<file path="src/rtl/gate_rr_arbiter.sv">
// gate_rr_arbiter: round-robin share of one gate (c = a ^ b) among NUM_REQ requesters, one transaction in flight.
// Optional GATE_RR_ARBITER_CHECK_EN adds a sticky err output flagging gate_c != gate_a ^ gate_b.
module gate_rr_arbiter #(
  parameter int NUM_REQ = 4,
  parameter int GATE_LATENCY = 1
) (
  input  logic               clk,
  input  logic               reset,
  input  logic [NUM_REQ-1:0] req_valid,
  input  logic [NUM_REQ-1:0] req_a,
  input  logic [NUM_REQ-1:0] req_b,
  output logic [NUM_REQ-1:0] req_ready,
  output logic [NUM_REQ-1:0] resp_valid,
  output logic               resp_c,
  input  logic [NUM_REQ-1:0] resp_ready,
  output logic               gate_a,
  output logic               gate_b,
  input  logic               gate_c,
  input  logic               gate_ready
`ifdef GATE_RR_ARBITER_CHECK_EN
  ,
  output logic               err
`endif
);
  localparam int IW = $clog2(NUM_REQ);
  localparam logic [IW:0] NR = (IW+1)'(NUM_REQ);
  localparam logic [NUM_REQ-1:0] ONE = NUM_REQ'(1);
  typedef enum logic [1:0] {IDLE, EXEC, RESP} state_t;
  state_t state, state_nxt;
  logic [IW-1:0] rr_ptr, grant, pick;
  logic [IW:0] idx;
  logic [3:0] cnt;
  logic found, accept, sample, done;
  // first valid requester at or above rr_ptr, wrapping explicitly at NUM_REQ-1
  always_comb begin
    pick = rr_ptr;
    found = 1'b0;
    idx = '0;
    for (int i = 0; i < NUM_REQ; i++) begin
      idx = {1'b0, rr_ptr} + (IW+1)'(i);
      idx = (idx >= NR) ? idx - NR : idx;
      if (!found && req_valid[idx[IW-1:0]]) begin
        pick = idx[IW-1:0];
        found = 1'b1;
      end
    end
  end
  assign accept = state == IDLE && !reset && gate_ready && found;
  assign sample = state == EXEC && gate_ready && cnt == 4'(GATE_LATENCY - 1);
  assign done = state == RESP && resp_ready[grant];
  assign req_ready = accept ? ONE << pick : '0;
  assign resp_valid = state == RESP ? ONE << grant : '0;
  // next state: accept -> EXEC, gate sampled -> RESP, response taken -> IDLE
  always_comb begin
    state_nxt = accept ? EXEC : sample ? RESP : done ? IDLE : state;
  end
  // state register
  always_ff @(posedge clk) begin
    if (reset) state <= IDLE;
    else state <= state_nxt;
  end
  // datapath: operands held between transactions, pointer moves only on response completion
  always_ff @(posedge clk) begin
    if (reset) begin
      rr_ptr <= '0;
      grant <= '0;
      gate_a <= 1'b0;
      gate_b <= 1'b0;
      resp_c <= 1'b0;
      cnt <= '0;
    end else begin
      if (accept) begin
        grant <= pick;
        gate_a <= req_a[pick];
        gate_b <= req_b[pick];
        cnt <= '0;
      end else if (state == EXEC && gate_ready) cnt <= cnt + 4'd1;
      if (sample) resp_c <= gate_c;
      if (done) rr_ptr <= (grant == IW'(NUM_REQ - 1)) ? '0 : grant + 1'b1;
    end
  end
`ifdef GATE_RR_ARBITER_CHECK_EN
  // sticky flag when the gate result disagrees with the XOR of the driven operands
  always_ff @(posedge clk) begin
    if (reset) err <= 1'b0;
    else if (sample && gate_c != (gate_a ^ gate_b)) err <= 1'b1;
  end
`endif
endmodule

</file>
<file path="config.mk">
export PLATFORM = sky130hd
export DESIGN_NAME = gate_rr_arbiter
export DESIGN_NICKNAME = d
export VERILOG_FILES = /design/src/rtl/gate_rr_arbiter.sv
export SDC_FILE = /design/constraint.sdc
export NUM_CORES = 1
export LEC_CHECK = 0
export BUFFER_PORTS_ARGS = -buffer_cell sky130_fd_sc_hd__buf_2
export CELL_PAD_IN_SITES_DETAIL_PLACEMENT = 1
export CELL_PAD_IN_SITES_GLOBAL_PLACEMENT = 1
export CORE_AREA = 2 2 51 53
export DETAILED_ROUTE_END_ITERATION = 7
export DIE_AREA = 0 0 53 55
export PLACE_DENSITY = 0.84
export RECOVER_POWER = 100
export SLEW_MARGIN = 20
export SYNTH_ARGS = -nofsm -noshare
export SYNTH_HDL_FRONTEND = slang
export SYNTH_SLANG_ARGS = --single-unit
export TNS_END_PERCENT = 20
</file>
<file path="constraint.sdc">
create_clock -name clk -period 4.7 [get_ports clk]
set_clock_uncertainty 0.05 [all_clocks]
set_input_delay 0.94 -clock clk [delete_from_list [all_inputs] [get_ports clk]]
set_output_delay 0.94 -clock clk [all_outputs]
set_load 0.03 [all_outputs]
</file>
Word-level counts from Yosys, hierarchy flattened
Index checks and enable logic that the tools add are counted.
Widths: inputs -> output; s select.
{ "word_totals": {"latchBits": 0, "rom_bits": 0, "ramBits": 0, "inputBits": 20, "wordCells": 82, "reg_bits": 13, "out_inout_bits": 11, "n_memories": 0} }
{ "classes": {"n_div": 0, "addsub": 9, "eq_ne": 3, "bitwise": 0, "multipliers": 0, "n_mux": 32, "n_shift": 2, "n_lt_le_gt_ge": 10, "reduce_logical": 18} }
{ "ops": {"columns": ["operator", "n"], "rows": [
  ["$mux 2", 11],
  ["$lt 2x3->1 const B", 6],
  ["$bmux 1 s2", 7],
  ["$mux 1", 12],
  ["$ge 3x3->1 const B", 3],
  ["$logic_and 1x1->1", 9],
  ["$mux 4", 2],
  ["$shl 1x2->4 const A", 2],
  ["$sub 2x1->2 const B", 4],
  ["$add 2x2->3 const B", 2],
  ["$add 4x1->4 const B", 1],
  ["$eq 2x2->1 const B", 2],
  ["$logic_not 1->1", 4],
  ["$logic_not 4->1", 1],
  ["$add 2x1->3 const B", 1],
  ["$ge 2x3->1 const B", 1],
  ["$reduce_bool 3->1", 1],
  ["$add 2x1->2 const B", 1],
  ["$eq 2x1->1 const B", 1],
  ["$logic_not 2->1", 1],
  ["$reduce_bool 2->1", 1],
  ["$reduce_or 2->1", 1]
]} }

Longest topological paths before layout
{ "logic_depth": {"word_depth": 16, "mapped_depth": 6, "depth_no_buf": 5} }

Least setup slack after synthesis
No wires, ideal clock.
{ "synth_path": {"path_type": "in2out", "from": "input req_valid[1]", "to": "output req_ready[2]", "t_arrival_ps": 2335, "n_path_buf": 1, "stages": 5, "required_time_ps": 3710, "path_slack_ps": 1375, "cell_sequence": "nor4_1 or3_4 or2_1 buf_6 nor3_1"} }
{ "synth_between": {"elab_chain_len": 14, "word_cells_on_any_way": 25, "classes_between": "shift (1); mux (17); reduce/logical (7)"} }
{ "synth_rtl": {"columns": ["item", "line", "rtl"], "rows": [
  ["start: declaration", "9", "input logic [NUM_REQ-1:0] req_valid,"],
  ["$bmux 1 s2", "42", "if (!found && req_valid[idx[IW-1:0]]) begin"],
  ["$mux 1 (not written as such)", "42", null],
  ["$mux 1", "42", null],
  ["$logic_not 1->1", "42", null],
  ["$logic_and 1x1->1", "42", null],
  ["$mux 1", "42", null],
  ["$logic_not 1->1", "42", null],
  ["$logic_and 1x1->1", "42", null],
  ["$mux 1", "42", null],
  ["$logic_not 1->1", "42", null],
  ["$logic_and 1x1->1", "42", null],
  ["$mux 2 or $mux 1 (tied branches)", "42", null],
  ["$shl 1x2->4 or $logic_and 1x1->1 (tied branches)", "51, 48", null],
  ["$mux 4 (*)", "51", "assign req_ready = accept ? ONE << pick : '0;"],
  ["end: declaration", "12", "output logic [NUM_REQ-1:0] req_ready,"]
]} }
Mark *: on every way between the ends. The rest lies on a longest branch, timed or not. The select of a mux whose other input is x is not followed.

Worst setup path in the final report
{ "layout_path": {"from": "input req_valid[0]", "to": "output req_ready[3]"} }
Same word-level chain as after synthesis.

==> impl_metrics.py <==
metrics = {
    "run_status": {
        "outcome": "complete, no violations",
    },
    "synthesis": {
        "synth_area_um2": 820,
        "syn_nets": 123,
        "synthXorXnorAreaFrac_pct": 3.21,
        "synthAdderAreaFrac_pct": 9.16,
        "synth_cells": 97,
        "yosys_warnings": 0,
        "synth-simple-area-share_pct": 27.5,
        "synth_top_area_cell": "dfxtp_1",
        "synth_top_area_share_pct": 31.8,
        "synth_seq_cells": 13,
        "synth_compound_area_share_pct": 11.1,
        "yosysUniqueCellTypes": 33,
        "ys_seq_area_share_pct": 31.8,
        "synthTopCellsByArea": "dfxtp_1 32%, ha_1 9.2%, mux2i_1 8.5%",
        "synth_top_family_by_area": "simple AND/OR/NAND/NOR gates",
        "muxShareOfSynthArea_pct": 11.3,
        "syn_area_per_cell_um2": 8.45,
    },
    "sta": {
        "fin_tns_setup_ns": 0,
        "final_hold_viol_count": 0,
        "whs_ns": 0.453,
        "max-slew-margin-rel_pct": 74.2,
        "period_needed_ns": 3.78,
        "worst_slack_ns": 0.917,
        "tightestPinTransition_ns": 0.385,
        "setup_viol": 0,
        "slew_violations": 0,
        "clock.fmax_mhz": 264,
        "period_share_pct": 80.5,
        "grt_setup_unrepaired": "false",
    },
    "cts": {
        "clockBufferDepth": 2,
        "clockRootBuffer": "clkbuf_4",
        "cts.sinks": 13,
        "cts_hold_buf": 0,
        "numCtsBuffers": 3,
        "cts_tree": "yes",
        "cts_setup_buffers": 0,
        "cts_resized": 0,
        "htree_levels": 1,
        "clk-insertion-delay-late_ns": 0.28,
        "clk_pin_slew_worst_paths_ns": 0.08,
    },
    "place": {
        "pre_cts_ws_ns": 1.30,
        "dp.cells": 154,
        "placed_cell_area_um2": 988,
        "dp_hpwl_mm": 1.71,
        "numPortBuffers": 30,
        "place_congestion": 0.718,
    },
    "setup_path": {
        "crit_arrival_ns": 2.79,
        "cp-start-kind": "input port",
        "cp_max_fo": 6,
        "required_ns": 3.71,
        "crit_type": "in -> out",
        "cp-end-kind": "primary output",
    },
    "pwr": {
        "p_per_area_nw_per_um2": 248,
        "ir_drop_uv": 181,
        "total_power_mw": 0.246,
        "p_leak_nw": 0.420,
    },
    "die": {
        "die_area_um2": 2920,
        "rows": 18,
        "start_util_pct": 34.7,
        "core_region_area_um2": 2360,
        "die_w_um": 53,
        "io_pins": 31,
        "die_h_um": 55,
    },
    "grt": {
        "grt_max_degree": 11,
        "antenna_found_initial": 0,
        "met1_usage_pct": 16.4,
        "met3_usage_pct": 5.65,
        "track_usage_pct": 16.1,
        "grt_pass1_wl_mm": 3.35,
        "gr-usage-met2_pct": 31.5,
        "grt_busiest_layer": "met2",
        "first_global_vias": 804,
        "overflow": 0,
    },
    "final_layout": {
        "final_core_util_pct": 42.0,
        "final_common_cell": "buf_2",
        "final_area_um2": 993,
        "drive_gt1_share_pct": 18.8,
        "antennaDiodeCount": 0,
        "most-common-layout-cells": "18 x buf_2, 17 x nor2_1, 13 x clkbuf_1, 13 x dfxtp_1, 8 x inv_1",
        "finalNonFillerCells": 158,
        "final_nets": 155,
        "area_growth_pct": 21.2,
    },
    "job": {
        "max-cap-violations": 0,
    },
    "detailed_routing": {
        "drc": 0,
        "drt-total-wl_mm": 2.01,
        "wl_per_cell_um": 12.7,
        "first_pass_iters": 4,
        "detail-route-antenna-nets": 0,
        "drt_iter0_markers": 2,
        "vias": 786,
        "via_per_inst": 4.97,
    },
    "min_path": {
        "worst_hold_path_type": "reg -> reg",
    },
}
==> registers in the layout, summed over array words and instances, names as in the netlist <==
name    flops
gate_a      1
resp_c      1
cnt         4
grant       2
gate_b      1
state       2
rr_ptr      2
==> worst max-delay path, cell delays in order <==
cell and delay [ns]:
clkbuf_1 0.17, nor4_1 0.10, or3_2 0.50, or2_0 0.32
or2_0 0.31, nor2_1 0.12, clkbuf_1 0.32
==> layout make-up <==
| type | count | area, um^2 |
|---|---|---|
| Fill cell | 324 | 1370 |
| Multi-Input combinational cell | 73 | 504 |
| Timing Repair Buffer | 30 | 135 |
| Inverter | 8 | 30.0 |
| Tap cell | 30 | 37.5 |
| Clock buffer | 4 | 26.3 |
| Sequential cell | 13 | 260 |
==> where the power goes <==
part,leakage [nW],internal [mW],switching (mW)
sequential,0.106,0.116,0.00442
combinational,0.299,0.0227,0.0326
clock,0.0150,0.0329,0.0377
total,0.420,0.171,0.0747
==> Yosys cell counts <==
| cell | instances |
|---|---|
| nand4_1 | 1 |
| mux4_2 | 1 |
| o31ai_1 | 1 |
| o221ai_1 | 2 |
| or2_4 | 1 |
| a21oi_1 | 5 |
| nor2_1 | 17 |
| clkbuf_1 | 2 |
| nand2b_1 | 2 |
| xnor2_1 | 1 |
| or2_1 | 1 |
| mux2i_1 | 7 |
| buf_6 | 1 |
| nor3_1 | 3 |
| inv_1 | 8 |
| nor2b_1 | 2 |
| a2bb2oi_1 | 1 |
| o21ai_1 | 1 |
| and2b_1 | 1 |
| nor4_1 | 1 |
| or3_1 | 1 |
| o21ai_0 | 1 |
| nand2_1 | 4 |
| and2_1 | 4 |
| o221a_2 | 1 |
| o41a_1 | 1 |
| nand3b_1 | 2 |
| dfxtp_1 | 13 |
| or2b_1 | 1 |
| and3_1 | 1 |
| or3_4 | 1 |
| ha_1 | 6 |
| xor2_1 | 2 |
==> worst paths after layout <==
kind / startpoint / to / slack [ns] / cells after the start
setup / recovery: req_valid[0] / req_ready[3] / 0.92 / 7
hold / removal: resp_c$_SDFFE_PP0P_ / resp_c$_SDFFE_PP0P_ / 0.45 / 2
setup reg to reg: state[1]$_SDFFE_PP0P_ / gate_b$_SDFFE_PP0P_ / 2.79 / 5
hold reg to reg: resp_c$_SDFFE_PP0P_ / resp_c$_SDFFE_PP0P_ / 0.45 / 2
==> layer usage <==
metal / share of wire, % / vias up
li1: - / 392
met1: 41 / 381
met2: 56 / 11
met3: 3.3 / 2
met4: 0.50 / 0
met5: 0 / -
==> cells by family (layout without fill, tap and decap cells) <==
group,after synthesis,in the layout
buf+inv,11,42
mux,8,8
flops,13,13
compound gates,13,13
xor+xnor,3,3
fa+ha+maj,6,6
simple gates,43,43
No activity file was read; power rests on OpenSTA's default activity.
